$ cat config.mk
export PLATFORM = sky130hd
export DESIGN_NAME = ir_queue
export DESIGN_NICKNAME = d
export VERILOG_FILES = /design/src/rtl/ir_queue.sv
export SDC_FILE = /design/constraint.sdc
export NUM_CORES = 1
export LEC_CHECK = 0
export BUFFER_PORTS_ARGS = -buffer_cell sky130_fd_sc_hd__buf_2
export CORE_ASPECT_RATIO = 0.9
export CORE_UTILIZATION = 40
export DETAILED_ROUTE_END_ITERATION = 12
export PLACE_DENSITY = 0.6
export RECOVER_POWER = 25
export SKIP_CTS_REPAIR_TIMING = 1
export SLEW_MARGIN = 10
export SYNTH_ARGS = -nofsm -noshare
export SYNTH_HDL_FRONTEND = slang
export SYNTH_SLANG_ARGS = --single-unit
$ cat constraint.sdc
create_clock -name clk -period 3.2 [get_ports clk]
set_input_delay 0.64 -clock clk [delete_from_list [all_inputs] [get_ports clk]]
set_output_delay 0.64 -clock clk [all_outputs]
set_load 0.01 [all_outputs]
$ cat src/rtl/ir_queue.sv
// ir_queue: DEPTH-entry LC-3b instruction queue between fetch and decode, presenting the head entry decoded.
// Define IRQ_BYPASS_EN so that an empty queue passes in_instr/in_tag straight to the outputs.
module ir_queue #(
  parameter int DEPTH = 4,
  parameter int TAG_WIDTH = 16
) (
  input  logic                         clk,
  input  logic                         reset,
  input  logic                         flush,
  input  logic                         in_valid,
  output logic                         in_ready,
  input  logic [15:0]                  in_instr,
  input  logic [TAG_WIDTH-1:0]         in_tag,
  output logic                         out_valid,
  input  logic                         out_ready,
  output logic [15:0]                  out_instr,
  output logic [TAG_WIDTH-1:0]         out_tag,
  output logic [3:0]                   opcode,
  output logic [2:0]                   dest,
  output logic [2:0]                   src1,
  output logic [2:0]                   src2,
  output logic                         ir5,
  output logic                         ir11,
  output logic [$clog2(DEPTH+1)-1:0]   count
);
  localparam int AW = $clog2(DEPTH);
  localparam int CW = $clog2(DEPTH+1);
  logic [15:0] mem_i [DEPTH];
  logic [TAG_WIDTH-1:0] mem_t [DEPTH];
  logic [AW-1:0] wptr, rptr;
  logic [CW-1:0] cnt;
  logic empty, byp, push, pop, wr, rd;
  logic [15:0] head_i;
  logic [TAG_WIDTH-1:0] head_t;
  always_comb begin
    empty = cnt == '0;
    in_ready = cnt != CW'(DEPTH);
`ifdef IRQ_BYPASS_EN
    byp = empty && in_valid && !flush;
`else
    byp = 1'b0;
`endif
    out_valid = !empty || byp;
    head_i = byp ? in_instr : mem_i[rptr];
    head_t = byp ? in_tag : mem_t[rptr];
    out_instr = out_valid ? head_i : '0;
    out_tag = out_valid ? head_t : '0;
    push = in_valid && in_ready;
    pop = out_valid && out_ready;
    // a bypassed entry that is consumed immediately never touches storage
    wr = push && !(byp && out_ready);
    rd = pop && !byp;
  end
  assign opcode = out_instr[15:12];
  assign dest = out_instr[11:9];
  assign src1 = out_instr[8:6];
  assign src2 = out_instr[2:0];
  assign ir5 = out_instr[5];
  assign ir11 = out_instr[11];
  assign count = cnt;
  always_ff @(posedge clk) begin
    if (reset || flush) begin
      wptr <= '0;
      rptr <= '0;
      cnt <= '0;
    end else begin
      if (wr) wptr <= wptr + AW'(1);
      if (rd) rptr <= rptr + AW'(1);
      cnt <= cnt + CW'(wr) - CW'(rd);
    end
  end
  always_ff @(posedge clk)
    if (wr && !reset && !flush) begin
      mem_i[wptr] <= in_instr;
      mem_t[wptr] <= in_tag;
    end
endmodule

# Word level (Yosys, flattened, before mapping)
# Memory sizes are Yosys's and may differ from the RTL's. A register that Yosys moved wholly into a read port is not among the register bits.
# Index checks and enable logic that the tools add are counted.
totals:
  elab_cells: 27
  input_bits: 37
  n_memories: 2
  ramBits: 128
  ff_bits: 7
mem_list:
  columns: ["memory", "words", "width", "read_ports", "rd_clocked_by_memory_dff", "write_ports", "line", "text"]
  rows:
  - ["mem_i", 4, 16, 1, 1, 1, "28", "logic [15:0] mem_i [DEPTH];"]
  - ["mem_t", 4, 16, 1, 1, 1, "29", "logic [TAG_WIDTH-1:0] mem_t [DEPTH];"]
classes:
  mux: 8
  n_eq_ne: 1
  add_sub_neg: 4
  reduce_logical: 9
op_table:
  columns: ["operator", "n"]
  rows:
  - ["$mux W16", 2]
  - ["$mux W2", 4]
  - ["$add A2 B1 Y2 const B", 2]
  - ["$logic_and A1 B1 Y1", 4]
  - ["$add A3 B1 Y3", 1]
  - ["$logic_not A1 Y1", 3]
  - ["$logic_not A3 Y1", 1]
  - ["$ne A3 B3 Y1 const B", 1]
  - ["$sub A3 B1 Y3", 1]
  - ["$mux W1", 2]
  - ["$logic_or A1 B1 Y1", 1]

# Depth between registers and ports, before layout
depth:
  depth_word: 6
  ltp_mapped: 11
  depth_no_buf: 11

# Least setup slack after synthesis
# OpenSTA, ideal clock, no wires.
synth_timing:
  path_type: "register to register"
  startpoint: "register cnt[2], in the netlist count[2]"
  endpoint: "register cnt[2], in the netlist count[2]"
  required_time_ns: 3.085
  stages_incl_launch_ff: 12
  n_path_buf: 0
  arrival_time_ns: 2.324
  setup_ns: 0.115
  synth_period_minus_slack_ns: 2.439
  setup_slack_ns: 0.761
  path_cell_list: "dfxtp_1 > or3b_1 > and2_4 > inv_1 > ha_1 > inv_1 > ha_1 > inv_1 > fa_1 > xnor2_1 > xnor2_1 > and2_1"
synth_via:
  elab_chain_cells: 4
  word_cells_on_any_way: 7
  cone_classes: "add/sub (2); eq/ne (1); reduce/logical (4)"
synth_rtl:
  columns: ["item", "line", "text"]
  rows:
  - ["start, declared", "31", "logic [CW-1:0] cnt;"]
  - ["start signal, assigned", "69", "cnt <= cnt + CW'(wr) - CW'(rd);"]
  - ["$ne A3 B3 Y1", "37", "in_ready = cnt != CW'(DEPTH);"]
  - ["named net in_ready", "11", "output logic in_ready,"]
  - ["$logic_and A1 B1 Y1", "48", "push = in_valid && in_ready;"]
  - ["$add A3 B1 Y3", "69", null]
  - ["$sub A3 B1 Y3", "69", null]
# The timed path passes the listed nets, and every way through them passes these cells.
# A chain may end at the register's enable or synchronous reset.

==> out/qor.yml <==
status: "finished, violations left"
violations: "DRC"
final_cells: 535
path_clk_slew_ns: 0.06
cts_tree: "done"
regToRegStartpoint: "count[2]"
dp_hpwl_mm: 6.14
met1_length_mm: 4.55
hp-class: "in2reg"
dr.max_layer_used: "met4"
drt_first_pass_iters: 11
htree_levels: 4
nets: 404
yosys.cell_count.top_type: "edfxtp_1"
syn_inst: 267
cts_buffer_depth: 2
synth_ff_type: "edfxtp_1"
grt_pass1_wl_mm: 15.8
slew_viol_final: 0
fin_crit_sh_pct: 81.7
hold_path_depth: 2
dieArea_sq_um: 14000
core_region_area_sq_um: 13000
wl_per_cell_um: 18.6
critPathLaunchType: "flip-flop"
diodes: 0
initial_core_util_pct: 41.8
cellPowerDensity_nw_per_um2: 648
avgSynthCellArea_sq_um: 20.3
r2r_cells: 11
r2r_setup_slack_ns: 0.72
dpl_worst_slack_ns: 0.729
grt_max_degree: 35
netlist_top_cells_count: "edfxtp_1 (128), nor2b_1 (33), mux4_2 (32), buf_4 (15), dfxtp_1 (9)"
cts_buffers: 17
final_layout_size_suffix_gt1_share_pct: 39.1
route.met2.wl_mm: 4.82
setup_violations: 0
met3_length_um: 412
hold_ws_ns: 0.414
row_count: 39
cts-root-buf: "clkbuf_16"
io_pins: 89
fin_skew_ns: 0.00750
endpoint_kind: "output port"
drv_cap: 0
period_minus_slack_ns: 2.62
drt_iter0_drc: 236
ys_ff_latch: 137
cts_sinks: 137
synth_warnings: 0
dp_cells: 505
ant_nets: 0
worstMarginPinSlew_ns: 0.478
grt_overflow_total: 0
io_buffers: 88
die_y_um: 112
drt_wl_total_mm: 9.93
async_reset_ff_share_pct: 0
synth_nets: 311
clock_latency_ns: 0.41
yosysTopAreaCell: "edfxtp_1"
whs_endpoint: "count[1]"
nFillCells: 1080
maxSlewHeadroom_pct: 68.1
viasPerCell: 5.05
arrival_ns: 1.98
min-delay-start: "flush"
vias: 2702
rsz0062_at_grt: "false"
synth_edf_count: 128
total_power_mw: 4.27
antenna_found_initial: 0
synthToLayoutAreaGrowth_pct: 21.5
cp.required_ns: 2.56
synth_area_leaders: "edfxtp_1 (71%), mux4_2 (13%), nor2b_1 (3.8%)"
max_freq_mhz: 382
track_usage_pct: 15.5
die_w_um: 125
route.detailed.drc: 18
worst_ir_drop_vdd_mv: 0.374
yosys.area.top_type_share_pct: 70.8
hold_violations: 0
synth_area_sq_um: 5430
grt_pass1_vias: 2809
ys_types: 26
yosysSeqAreaShare_pct: 74.2
gp_congestion: 0.729
worstSetupPathType: "reg2out"
timing.final.ws_setup_ns: 0.584
power_leakage_nw: 2.30
cp_max_fo: 17
reg2reg_to: "count[2]"
fin_setup_tns_ns: 0
## metal layers
metal / vias up / GRT usage, %
met5: - / 0
met2: 73 / 24.2
met1: 1392 / 20.5
met4: 0 / 6.91
li1: 1224 / -
met3: 13 / 4.10
## sequential cells by signal (all words and copies together), names as in the netlist, named ones only
signal / count
mem_i: 64
mem_t: 64
count: 3
rptr: 2
wptr: 2
## placed cells by master (no fill, tap or decap), types with 3 or more instances in the layout
master / n
edfxtp_1: 128
buf_2: 66
nor2b_1: 33
mux4_2: 32
clkbuf_1: 23
clkbuf_16: 17
buf_4: 10
dfxtp_1: 7
inv_1: 6
ha_1: 6
and3_2: 4
bufinv_16: 4
nand2_1: 3
clkinvlp_4: 3
## cell type report
type / instances / area [sq um] / area share, %
clock buffers: 18 / 429 / 6.51
clock inverters: 12 / 176 / 2.68
inverters: 6 / 22.5 / 0.342
multi-input cells: 98 / 1200 / 18.2
flip-flops and latches: 137 / 4030 / 61.1
well taps: 164 / 205 / 3.11
repair buffers: 100 / 528 / 8.01
## worst max-delay path, stage by stage, from the launching register on
cell and delay, ns:
dfxtp_2 0.32, buf_4 0.34, mux4_2 0.54, nor2b_1 0.19, buf_2 0.18
## worst max path at each step
stage	end	slack (ns)
floorplan	count[2]	0.76
global placement	count[2]	0.77
detailed placement	count[2]	0.73
CTS	out_instr[15]	0.52
global route	dest[0]	0.45
finish	out_instr[15]	0.58
## stage by stage
| step | cell area, sq um | util [%] |
|---|---|---|
| after floorplan | 5430 | - |
| final | 6590 | 50.8 |
| after global placement | 6010 | 46.3 |
| after global routing | 6590 | 50.8 |
| after detailed placement | 6010 | 46.3 |
| after CTS | 6620 | 51.0 |
## power by group
part	switching (mW)	internal (mW)	total [mW]
registers	0.0105	1.98	1.99
logic	0.161	0.116	0.278
clock network	0.708	1.29	2.00
total	0.880	3.39	4.27
## cells by family (layout without fill, tap and decap cells)
logic type | after synthesis | after routing | share of synthesized area (%)
DFF | 137 | 137 | 74.2
and+or+nand+nor | 51 | 51 | 5.90
muxes | 32 | 32 | 13.3
buffers and inverters | 32 | 136 | 3.87
adders and majority gates | 7 | 7 | 1.75
AOI/OAI and AO/OA | 5 | 5 | 0.530
xor gates and xnor gates | 3 | 3 | 0.484
Note: power is estimated with default switching activity, not from simulation.
